**src/rtl/miner_pkg.sv**
```systemverilog
// rtl/miner_pkg.sv - shared constants, engine state type and proxy hash for the miner bring-up top
package miner_pkg;

    localparam int CLK_HZ_DEFAULT = 100000000;
    localparam int BAUD_DEFAULT   = 115200;
    localparam int WORK_BYTES     = 44;
    localparam int BYTE_CNT_W     = $clog2(WORK_BYTES);
    localparam int TX_IDX_W       = 2;
    localparam logic [31:0] HASH_MULT = 32'h9E3779B1;

    typedef enum logic [1:0] {
        ENG_IDLE = 2'd0,
        ENG_SCAN = 2'd1,
        ENG_HOLD = 2'd2
    } engine_state_t;

    // Stand-in for the SHA-256 pipeline so the serial protocol can be exercised alone.
    function automatic logic [31:0] proxy_hash(input logic [31:0] nonce,
                                               input logic [31:0] w0,
                                               input logic [31:0] d2);
        return (nonce * HASH_MULT) ^ w0 ^ d2;
    endfunction

endpackage

```
**src/rtl/miner_uart.sv**
```systemverilog
// rtl/miner_uart.sv - 8N1 UART: synchronised receiver with byte strobe, serialiser with ready handshake
module miner_uart #(
    parameter int CLKS_PER_BIT = 868
) (
    input  logic       clk,
    input  logic       rst,
    input  logic       rx,
    output logic       tx,
    output logic [7:0] rx_tdata,
    output logic       rx_tvalid,
    input  logic [7:0] tx_tdata,
    input  logic       tx_tvalid,
    output logic       tx_tready
);
    localparam int CNT_W = $clog2(CLKS_PER_BIT);
    localparam logic [CNT_W-1:0] FULL_END = CNT_W'(CLKS_PER_BIT - 1);
    localparam logic [CNT_W-1:0] HALF_END = CNT_W'(CLKS_PER_BIT / 2 - 1);

    localparam logic [1:0] RX_IDLE  = 2'd0;
    localparam logic [1:0] RX_START = 2'd1;
    localparam logic [1:0] RX_DATA  = 2'd2;
    localparam logic [1:0] RX_STOP  = 2'd3;

    logic             rx_meta, rx_s, rx_prev;
    logic [1:0]       rx_state;
    logic [CNT_W-1:0] rx_cnt;
    logic [2:0]       rx_bit;
    logic [7:0]       rx_shift;

    always_ff @(posedge clk) begin
        if (rst) begin
            rx_meta   <= 1'b1;
            rx_s      <= 1'b1;
            rx_prev   <= 1'b1;
            rx_state  <= RX_IDLE;
            rx_cnt    <= '0;
            rx_bit    <= '0;
            rx_shift  <= '0;
            rx_tdata  <= '0;
            rx_tvalid <= 1'b0;
        end else begin
            rx_meta   <= rx;
            rx_s      <= rx_meta;
            rx_prev   <= rx_s;
            rx_tvalid <= 1'b0;
            case (rx_state)
                RX_IDLE: begin
                    // True falling edge, so a line held low after a framing error is not re-read.
                    if (rx_prev && !rx_s) begin
                        rx_state <= RX_START;
                        rx_cnt   <= '0;
                    end
                end
                RX_START: begin
                    if (rx_cnt == HALF_END) begin
                        rx_cnt   <= '0;
                        rx_bit   <= '0;
                        rx_state <= rx_s ? RX_IDLE : RX_DATA;
                    end else begin
                        rx_cnt <= rx_cnt + 1'b1;
                    end
                end
                RX_DATA: begin
                    if (rx_cnt == FULL_END) begin
                        rx_cnt   <= '0;
                        rx_shift <= {rx_s, rx_shift[7:1]};
                        rx_bit   <= rx_bit + 1'b1;
                        if (rx_bit == 3'd7) rx_state <= RX_STOP;
                    end else begin
                        rx_cnt <= rx_cnt + 1'b1;
                    end
                end
                default: begin
                    if (rx_cnt == FULL_END) begin
                        rx_cnt   <= '0;
                        rx_state <= RX_IDLE;
                        if (rx_s) begin
                            rx_tdata  <= rx_shift;
                            rx_tvalid <= 1'b1;
                        end
                    end else begin
                        rx_cnt <= rx_cnt + 1'b1;
                    end
                end
            endcase
        end
    end

    logic             tx_busy;
    logic [CNT_W-1:0] tx_cnt;
    logic [3:0]       tx_bit;
    logic [8:0]       tx_shift;
    logic             tx_last;

    // Accepting in the final stop-bit cycle keeps back-to-back bytes gapless.
    assign tx_last   = tx_busy && (tx_cnt == FULL_END) && (tx_bit == 4'd9);
    assign tx_tready = !tx_busy || tx_last;

    always_ff @(posedge clk) begin
        if (rst) begin
            tx       <= 1'b1;
            tx_busy  <= 1'b0;
            tx_cnt   <= '0;
            tx_bit   <= '0;
            tx_shift <= '1;
        end else if (tx_tvalid && tx_tready) begin
            tx       <= 1'b0;
            tx_busy  <= 1'b1;
            tx_cnt   <= '0;
            tx_bit   <= '0;
            tx_shift <= {1'b1, tx_tdata};
        end else if (tx_busy) begin
            if (tx_cnt == FULL_END) begin
                tx_cnt <= '0;
                if (tx_bit == 4'd9) begin
                    tx_busy <= 1'b0;
                end else begin
                    tx       <= tx_shift[0];
                    tx_shift <= {1'b1, tx_shift[8:1]};
                    tx_bit   <= tx_bit + 1'b1;
                end
            end else begin
                tx_cnt <= tx_cnt + 1'b1;
            end
        end
    end

endmodule

```
**src/rtl/top.sv**
```systemverilog
// rtl/top.sv - miner bring-up top: UART work packets, proxy-hash nonce scan, golden nonce reply (option MINER_RX_TIMEOUT_EN)
module top import miner_pkg::*; #(
    parameter int CLK_HZ    = CLK_HZ_DEFAULT,
    parameter int BAUD      = BAUD_DEFAULT,
    parameter int ZERO_BITS = 20
) (
    input  logic clk_in,
    input  logic rst_in,
    input  logic rx,
    output logic tx
);
    localparam int CLKS_PER_BIT = CLK_HZ / BAUD;
    localparam int SH_W         = (WORK_BYTES - 1) * 8;

    logic [7:0] rx_tdata, tx_tdata;
    logic       rx_tvalid, tx_tvalid, tx_tready;

    miner_uart #(.CLKS_PER_BIT(CLKS_PER_BIT)) u_uart (
        .clk       (clk_in),
        .rst       (rst_in),
        .rx        (rx),
        .tx        (tx),
        .rx_tdata  (rx_tdata),
        .rx_tvalid (rx_tvalid),
        .tx_tdata  (tx_tdata),
        .tx_tvalid (tx_tvalid),
        .tx_tready (tx_tready)
    );

    logic [BYTE_CNT_W-1:0] byte_cnt;
    logic [SH_W-1:0]       shadow;
    logic [31:0]           work_w0, work_d2;
    logic                  pkt_done, rx_timeout;

    assign pkt_done = rx_tvalid && (byte_cnt == BYTE_CNT_W'(WORK_BYTES - 1));

`ifdef MINER_RX_TIMEOUT_EN
    localparam int TO_CYCLES = CLK_HZ / 100;
    localparam int TO_W      = $clog2(TO_CYCLES + 1);
    logic [TO_W-1:0] idle_cnt;

    assign rx_timeout = (idle_cnt == TO_W'(TO_CYCLES - 1));

    always_ff @(posedge clk_in) begin
        if (rst_in || rx_tvalid || byte_cnt == '0) idle_cnt <= '0;
        else if (!rx_timeout) idle_cnt <= idle_cnt + 1'b1;
    end
`else
    assign rx_timeout = 1'b0;
`endif

    // Shadow holds bytes 0..42; the 44th byte completes the active work directly.
    always_ff @(posedge clk_in) begin
        if (rst_in) begin
            byte_cnt <= '0;
            shadow   <= '0;
            work_w0  <= '0;
            work_d2  <= '0;
        end else if (rx_tvalid) begin
            shadow   <= {shadow[SH_W-9:0], rx_tdata};
            byte_cnt <= pkt_done ? '0 : byte_cnt + 1'b1;
            if (pkt_done) begin
                work_w0 <= shadow[SH_W-1 -: 32];
                work_d2 <= {shadow[23:0], rx_tdata};
            end
        end else if (rx_timeout) begin
            byte_cnt <= '0;
        end
    end

    engine_state_t         state;
    logic [31:0]           nonce, result, hash;
    logic                  golden, sending, tx_idle;
    logic [TX_IDX_W-1:0]   tx_idx;

    assign hash      = proxy_hash(nonce, work_w0, work_d2);
    assign golden    = (hash >> (32 - ZERO_BITS)) == 32'd0;
    assign tx_idle   = !sending && tx_tready;
    assign tx_tvalid = sending;
    // Byte index 0 selects bits 31:24, index 3 selects bits 7:0.
    assign tx_tdata  = result[{~tx_idx, 3'b111} -: 8];

    always_ff @(posedge clk_in) begin
        if (rst_in) begin
            state   <= ENG_IDLE;
            nonce   <= '0;
            result  <= '0;
            sending <= 1'b0;
            tx_idx  <= '0;
        end else begin
            if (sending && tx_tready) begin
                tx_idx <= tx_idx + 1'b1;
                if (tx_idx == TX_IDX_W'(3)) sending <= 1'b0;
            end
            if (pkt_done) begin
                state <= ENG_SCAN;
                nonce <= '0;
            end else begin
                case (state)
                    ENG_SCAN: begin
                        if (golden) begin
                            if (tx_idle) begin
                                result  <= nonce;
                                sending <= 1'b1;
                                tx_idx  <= '0;
                                state   <= ENG_IDLE;
                            end else begin
                                state <= ENG_HOLD;
                            end
                        end else if (nonce == 32'hFFFF_FFFF) begin
                            state <= ENG_IDLE;
                        end else begin
                            nonce <= nonce + 32'd1;
                        end
                    end
                    ENG_HOLD: begin
                        if (tx_idle) begin
                            result  <= nonce;
                            sending <= 1'b1;
                            tx_idx  <= '0;
                            state   <= ENG_IDLE;
                        end
                    end
                    default: state <= ENG_IDLE;
                endcase
            end
        end
    end

endmodule

```
**config.mk**
```make
export PLATFORM = sky130hd
export DESIGN_NAME = top
export DESIGN_NICKNAME = d
export VERILOG_FILES = /design/src/rtl/miner_pkg.sv /design/src/rtl/miner_uart.sv /design/src/rtl/top.sv
export SDC_FILE = /design/constraint.sdc
export NUM_CORES = 1
export LEC_CHECK = 0
export CAP_MARGIN = 20
export CELL_PAD_IN_SITES_DETAIL_PLACEMENT = 2
export CELL_PAD_IN_SITES_GLOBAL_PLACEMENT = 2
export CORE_MARGIN = 10
export CORE_UTILIZATION = 46
export DETAILED_ROUTE_END_ITERATION = 6
export PLACE_DENSITY = 0.89
export REMOVE_ABC_BUFFERS = 1
export SLEW_MARGIN = 5
export SYNTH_ARGS = -nofsm -noshare
export SYNTH_HDL_FRONTEND = slang
export SYNTH_SLANG_ARGS = --single-unit
```
**constraint.sdc**
```tcl
create_clock -name clk_in -period 14.75 [get_ports clk_in]
set_input_delay 2.95 -clock clk_in [delete_from_list [all_inputs] [get_ports clk_in]]
set_output_delay 2.95 -clock clk_in [all_outputs]
set_load 0.05 [all_outputs]
```
==> results by group, run 1 <==
Run status
  • Run status: finished, final reports clean

Synthesis
  • Post-Synth Simple-Gate Area: 0.112
  • Number of warning messages in the yosys log: 0
  • Seq/Total Area, Yosys: 0.367
  • Post-synthesis cell count: 2,823
  • Proportion of register bits with asynchronous set or reset after synthesis: 0
  • Number of unique standard cell types used by synthesis: 60
  • Ys flop type: dfxtp_1
  • Post-Synth Adder-Cell Area: 0.234
  • Number of flops mapped to enable cells by yosys: 0
  • Fraction of post-synthesis cell area in the top cell type by area: 0.367
  • Ranking of synthesized cells by area: dfxtp_1, fa_1, mux2i_1
  • Cell area after synthesis: 28,300 um^2
  • Mean Syn Cell Area: 10.0 um^2
  • Synthesized flop and latch total: 518
  • Xor/xnor cell area share of the yosys netlist: 0.0365
  • Main combinational cell family by area after synthesis: adder cells
  • Largest area contributor in the netlist: dfxtp_1
  • Mux share of post-synthesis cell area: 0.148
  • Fraction of the mapped netlist area in compound gates: 0.0444

Critical path
  • Worst setup path startpoint: nonce[10]
  • Data arrival at the endpoint of the critical path: 10.62 ns
  • Classification of the worst setup path: reg2reg
  • Critical path required time: 15.27 ns
  • Sort of element at the end of the critical path: flip-flop
  • Worst-case register-to-register setup slack: 4.65 ns
  • Crit-path max FO: 23
  • Category of the worst setup path launch point: flip-flop
  • Start of the worst register-to-register path: nonce[10]

STA
  • TNS Setup: 0 ns
  • Final setup violation count: 0
  • Slew at the pin closest to its max-slew limit: 1.09 ns
  • Ratio of final minimum period to clock period: 0.685
  • Number of max-slew violations in the final report: 0
  • Final setup slack of the worst path: 4.65 ns
  • Time the final worst path needs with I/O delays and setup: 10.10 ns
  • Final hold vios: 0
  • Setup repair after global routing missed its margin: no
  • Maximum clock skew at final layout: 0.0220 ns
  • Headroom to the max-slew limit: 0.271
  • Max Clock Freq: 99.0 MHz

Worst hold path
  • Min-delay worst type: reg2reg
  • Startpoint of the worst hold path: u_uart.rx_meta

Drt
  • Violation count after the first detailed-routing iteration: 1,246
  • Final routed DRC violation total: 0
  • Drt first pass iters: 5
  • Post-route antenna net violation count: 0
  • Vias after detailed routing: 20,567
  • Drt via density: 5.70
  • Per-cell routed wire length: 26.9 um
  • Routed wire length: 96.8 mm

Clock tree
  • Sinks on Clock Net: 518
  • Post-cts hold buffer count: 0
  • Number of buffers created by CTS: 55
  • Post-cts gate resize count: 0
  • Worst skew pair latency: 0.64 ns
  • Post-CTS repair timing setup buffer count: 0
  • Reg clk slew, reported paths: 0.06 ns
  • Maximum root-to-sink buffer count: 3
  • TritonCTS clock tree: done
  • Maximum level of the CTS H-tree: 2
  • Clock Tree Root: clkbuf_16

Place
  • Worst-case setup slack after placement: 5.20 ns
  • GP Congestion: 0.909
  • Placed cell area: 28,900 um^2
  • Final HPWL DP: 62.0 mm
  • Port bufs: 3
  • Placed cell count: 3,502

Final layout
  • Commonest non-fill, non-tap cells in the layout: dfxtp_1, nor2_1, mux2i_1
  • FILL cells: 6,067
  • Synthesis-to-finish area growth: 9.20%
  • Total area of sequential cells: 10,400 um^2
  • Post-Layout Cell Count: 3,606
  • Leading cell type in the layout, fill and taps excluded: dfxtp_1
  • Total Nets Final: 3,189
  • Fraction of layout cells with a size suffix above 1: 0.0471
  • Area used by multi-input combinational logic: 16,300 um^2
  • Count of inserted antenna diode cells: 0
  • Post-route standard cell area excluding fillers: 30,900 um^2

Power
  • Worst vdd rail ir drop: 0.105 mV
  • Power per unit of standard cell area: 95.8 nW/um^2
  • Leakage component of the power: 0.0123 uW

Die
  • Vertical die dimension: 268 um
  • Boundary pin count: 4
  • DIE AREA: 71,800 um^2
  • Rows: 90
  • Effective utilization at floorplan: 0.467
  • Chip Width: 268 um
  • Total core area: 60,600 um^2

Global route
  • Initial antenna violation count: 0
  • Wire length of the first global-routing pass: 149 mm
  • Maximum number of pins on one net before global-route repair: 108
  • Combined global-route utilization of all metal layers: 0.270
  • Overflow after GRT: 0
  • Vias in the first global route: 24,394

Run
  • Max-Cap Viols: 0
synth_stat cells (5+ instances only):
| library cell | number |
|---|---|
| xnor2_1 | 74 |
| nand2b_1 | 8 |
| o31ai_1 | 5 |
| a21o_1 | 12 |
| and3_1 | 9 |
| a21oi_1 | 99 |
| nand3_1 | 27 |
| nor2_1 | 451 |
| o21ai_0 | 42 |
| nand4_1 | 21 |
| nand2_1 | 152 |
| xor2_1 | 36 |
| o21a_1 | 6 |
| fa_1 | 203 |
| ha_1 | 204 |
| or2_2 | 5 |
| dfxtp_1 | 518 |
| inv_1 | 299 |
| clkbuf_1 | 72 |
| mux2i_1 | 400 |
| nor3_1 | 17 |
| a31oi_1 | 5 |
| or3_1 | 27 |
| mux4_2 | 8 |
| a211o_1 | 8 |
| and4_1 | 6 |
| buf_1 | 41 |
kinds of logic (layout without fill, tap and decap cells):
| kind of cell | Yosys count | count (layout) |
|---|---|---|
| simple gates | 747 | 747 |
| flops | 518 | 518 |
| buf+inv | 420 | 421 |
| mux | 408 | 408 |
| fa+ha+maj | 407 | 407 |
| compound gates | 210 | 210 |
| xor+xnor | 113 | 113 |
critical path, cell delays in order (launching register included):
cell and delay, ns:
dfxtp_1 0.72, inv_1 0.41, fa_1 0.69, fa_1 0.28, inv_1 0.10, fa_1 0.55, inv_1 0.07, fa_1 0.54
fa_1 0.57, inv_1 0.06, fa_1 0.50, inv_1 0.06, fa_1 0.53, inv_1 0.06, fa_1 0.49, ha_1 0.44
a21oi_1 0.48, o21ai_0 0.24, a221oi_1 0.49, a21oi_1 0.14, a311oi_1 0.29, and4_1 0.31, nand3_2 0.46, nand2_1 0.89
o21ai_0 0.30, a21oi_1 0.30
routing by layer:
layer | vias up | GRT usage | part of all wire
met5 | - | 0 | 0
met3 | 258 | 0.0527 | 0.049
met2 | 519 | 0.491 | 0.52
met4 | 0 | 0.114 | 0.042
li1 | 9148 | - | -
met1 | 10642 | 0.305 | 0.39
layout make-up:
type,instances,share of cell area
repair buffers,20,0.00632
well taps,782,0.0317
flip-flops and latches,518,0.336
clock inverters,19,0.00879
clock buffers,83,0.0541
multi-input cells,1885,0.527
inverters,299,0.0364
per-stage QoR:
step,hold WS (ns),utilization,power (uW)
6_report,0.427,0.510,2960
5_1_grt,0.444,0.510,3050
4_1_cts,0.431,0.509,2980
3_5_place_dp,0.433,0.477,1480
3_3_place_gp,0.399,0.477,1480
2_1_floorplan,0.389,-,1450
report_power, final:
part / total, uW / switching, uW / internal, uW
Sequential: 1400 / 2.35 / 1400
Combinational: 50.2 / 39.7 / 10.5
Clock: 1510 / 634 / 872
Total: 2960 / 676 / 2280
registers in the layout, summed over array words and instances (netlist names), 8 cells and up:
register and cells:
work_w0 20, u_uart.rx_shift 8, work_d2 20, u_uart.tx_shift 8
nonce 32, u_uart.tx_cnt 10, u_uart.rx_tdata 8, u_uart.rx_cnt 10
result 32, shadow 344
final timing paths:
check | endpoint | depth (start not counted)
min reg2reg | u_uart.rx_s | 1
min | u_uart.rx_s | 1
max reg2reg | nonce[30] | 25
max | nonce[30] | 25
Note: power is estimated with default switching activity, not from simulation.
==> run 2: changes to the inputs <==
CORE_UTILIZATION = 39   (was 46)
PLACE_DENSITY = 0.81   (was 0.89)
clock period = 8.5 ns   (was 14.75 ns; I/O delays follow)
==> results by group, run 2 (synthesized netlist as in run 1, its figures left out) <==
Power
  • Proportion of power drawn by combinational gates: 0.016 (about the same)
  • Power per unit of standard cell area: 161 nW/um^2 (+68%)
  • Sequential fraction of design power: 0.477 (+0.003)
  • Leakage component of the power: 0.0126 uW (+2.3%)
  • Share of power burned in the clock network: 0.507 (-0.002)
  • Switching power total: 1130 uW (+68%)
  • Switching power as a share of total power: 0.222 (-0.00599)
  • Internal: 3960 uW (+74%)
  • Worst vdd rail ir drop: 0.151 mV (+44%)
  • Post-route total power: 5100 uW (+72%)

Critical path
  • Critical path required time: 9.03 ns (-6.24 ns)
  • Crit-path max FO: 11 (-52%)
  • Category of the worst setup path launch point: flip-flop
  • Sort of element at the end of the critical path: flip-flop
  • Most repeated library cell on the critical path: fa_1
  • Slowest cell on the critical path: fa_1
  • Worst Reg-to-Reg Cells: 28 (+12%)
  • Data arrival at the endpoint of the critical path: 8.92 ns (-1.70 ns)
  • Critical path's largest stage delay: 0.66 ns (-0.23 ns)
  • Classification of the worst setup path: reg2reg

Clock tree
  • Number of buffers created by CTS: 57 (+3.6%)
  • Maximum level of the CTS H-tree: 2 (unchanged)
  • Worst skew pair latency: 0.64 ns (about the same)
  • Maximum root-to-sink buffer count: 3 (unchanged)
  • Clock Tree Root: clkbuf_16
  • TritonCTS clock tree: done
  • Reg clk slew, reported paths: 0.06 ns (about the same)
  • Post-cts hold buffer count: 0 (unchanged)
  • Sinks on Clock Net: 518 (unchanged)

STA
  • Final setup violation count: 0 (unchanged)
  • Max Clock Freq: 119 MHz (+20%)
  • Final hold vios: 0 (unchanged)
  • Maximum clock skew at final layout: 0.0460 ns (+0.0240 ns)
  • TNS Setup: 0 ns (unchanged)
  • Headroom to the max-slew limit: 0.282 (+0.0115)
  • Slew at the pin closest to its max-slew limit: 1.08 ns (-0.0173 ns)
  • Number of max-slew violations in the final report: 0 (unchanged)
  • Time the final worst path needs with I/O delays and setup: 8.39 ns (-1.71 ns)
  • Ratio of final minimum period to clock period: 0.987 (+0.302)

Die
  • Boundary pin count: 4 (unchanged)
  • Rows: 98 (+8.9%)
  • Effective utilization at floorplan: 0.394 (-0.0725)
  • Vertical die dimension: 289 um (+8.0%)
  • Total core area: 71,700 um^2 (+18%)
  • Chip Width: 289 um (+8.0%)
  • DIE AREA: 83,700 um^2 (+17%)

Drt
  • Per-cell routed wire length: 21.8 um (-19%)
  • Post-route antenna net violation count: 0 (unchanged)
  • Vias after detailed routing: 20,024 (-2.6%)
  • Violation count after the first detailed-routing iteration: 1,020 (-18%)
  • Drt via density: 5.23 (-8.3%)
  • Drt first pass iters: 5 (unchanged)
  • Final routed DRC violation total: 0 (unchanged)
  • Routed wire length: 83.3 mm (-14%)

Final layout
  • Count of inserted antenna diode cells: 0 (unchanged)
  • Post-Layout Cell Count: 3,827 (+6.1%)
  • Commonest non-fill, non-tap cells in the layout: dfxtp_1, nor2_1, mux2i_1
  • Flip-flop count of the largest register, all copies and words added: 344 (unchanged)
  • Total Nets Final: 3,239 (+1.6%)
  • Fraction of layout cells with a size suffix above 1: 0.0692 (+0.0221)
  • Synthesis-to-finish area growth: 11.8%
  • FILL cells: 7,462 (+23%)
  • Leading registers by flop count: shadow x344, nonce x32, result x32
  • Leading cell type in the layout, fill and taps excluded: dfxtp_1
  • Register bank with the most flops: shadow
  • Area used by multi-input combinational logic: 16,300 um^2 (+0.32%)
  • Post-route standard cell area excluding fillers: 31,600 um^2 (+2.3%)
  • Total area of sequential cells: 10,400 um^2 (about the same)

Place
  • Placed cell area: 29,500 um^2 (+2.1%)
  • GP Congestion: 0.899 (-1.1%)
  • Placed cell count: 3,713 (+6.0%)
  • Port bufs: 3 (unchanged)
  • Final HPWL DP: 58.5 mm (-5.6%)

Worst hold path
  • Min-delay worst type: reg2reg
  • Cell depth of the worst hold path: 1 (unchanged)

Global route
  • Initial antenna violation count: 1 (+1)
  • Vias in the first global route: 23,229 (-4.8%)
  • Combined global-route utilization of all metal layers: 0.200 (-0.0704)
  • Overflow after GRT: 0 (unchanged)
  • Wire length of the first global-routing pass: 132 mm (-11%)
  • Maximum number of pins on one net before global-route repair: 195 (+81%)

Run
  • Max-Cap Viols: 0 (unchanged)

Run status
  • Run status: finished, final reports clean
[run 2: cell count changes in the layout (fill, tap and decap cells not counted), moves of 3 or more]
| cell | previous run | this run |
|---|---|---|
| buf_4 | 15 | 59 |
| dfxtp_2 | 0 | 3 |
| clkbuf_8 | 19 | 10 |
| buf_12 | 1 | 6 |
| inv_1 | 299 | 294 |
| inv_2 | 0 | 3 |
| dfxtp_1 | 517 | 514 |
| clkinv_2 | 8 | 16 |
[run 2: per-stage QoR]
| step | utilization | hold WS, ns | setup slack, ns |
|---|---|---|---|
| global placement | 0.411 | 0.403 | 0.309 |
| finish | 0.440 | 0.430 | 0.110 |
| CTS | 0.439 | 0.430 | 0.0153 |
| floorplan | - | 0.389 | -10.47 |
| global route | 0.440 | 0.452 | -0.259 |
| detailed placement | 0.411 | 0.403 | 0.103 |
[run 2: path summary, 6_finish.rpt]
| path | start | endpoint | slack, ns |
|---|---|---|---|
| worst max-delay path | nonce[5] | nonce[29] | 0.11 |
| worst min-delay path | u_uart.rx_meta | u_uart.rx_s | 0.43 |
| worst max register to register | nonce[5] | nonce[29] | 0.11 |
| worst min register to register | u_uart.rx_meta | u_uart.rx_s | 0.43 |
[run 2: power by group through the flow]
stage | sequential [uW] | combinational (uW) | clock, uW
after detailed placement | 2490 | 83.5 | 0
after global placement | 2490 | 78.6 | 0
after global routing | 2430 | 93.8 | 2760
after CTS | 2430 | 83.7 | 2640
final | 2430 | 82.4 | 2580
after floorplan | 2490 | 33.0 | 0
[run 2: cell type report]
type | count | share of cell area
Clock buffer | 78 | 0.0508
Clock inverter | 29 | 0.0121
Inverter | 299 | 0.0358
Multi-Input combinational cell | 1885 | 0.516
Sequential cell | 518 | 0.328
Tap cell | 950 | 0.0376
Timing Repair Buffer | 68 | 0.0189
[run 2: routing by layer]
layer  wire length, um  vias to the layer above  global-route usage  part of all wire
li1                  -                     9248                   -                 -
met1             34600                    10280               0.239              0.42
met2             43100                      344               0.361              0.52
met3              3280                      152              0.0312             0.039
met4              2360                        0              0.0641             0.028
met5                 0                        -                   0                 0
[run 2: critical path: cells and delay by family (launching register included)]
kind	cells	cell delay [ns]
adders and majority gates	9	4.28
and+or+nand+nor	4	0.99
DFF	1	0.40
AOI/OAI and AO/OA	6	1.53
buffers and inverters	9	1.09
[run 2: repair_timing]
item                       in CTS  in global routing
resized for setup               2                 19
buffers inserted                0                  7
gates cloned                    0                  0
setup endpoints to repair       1                 65
pin swaps                       0                  1
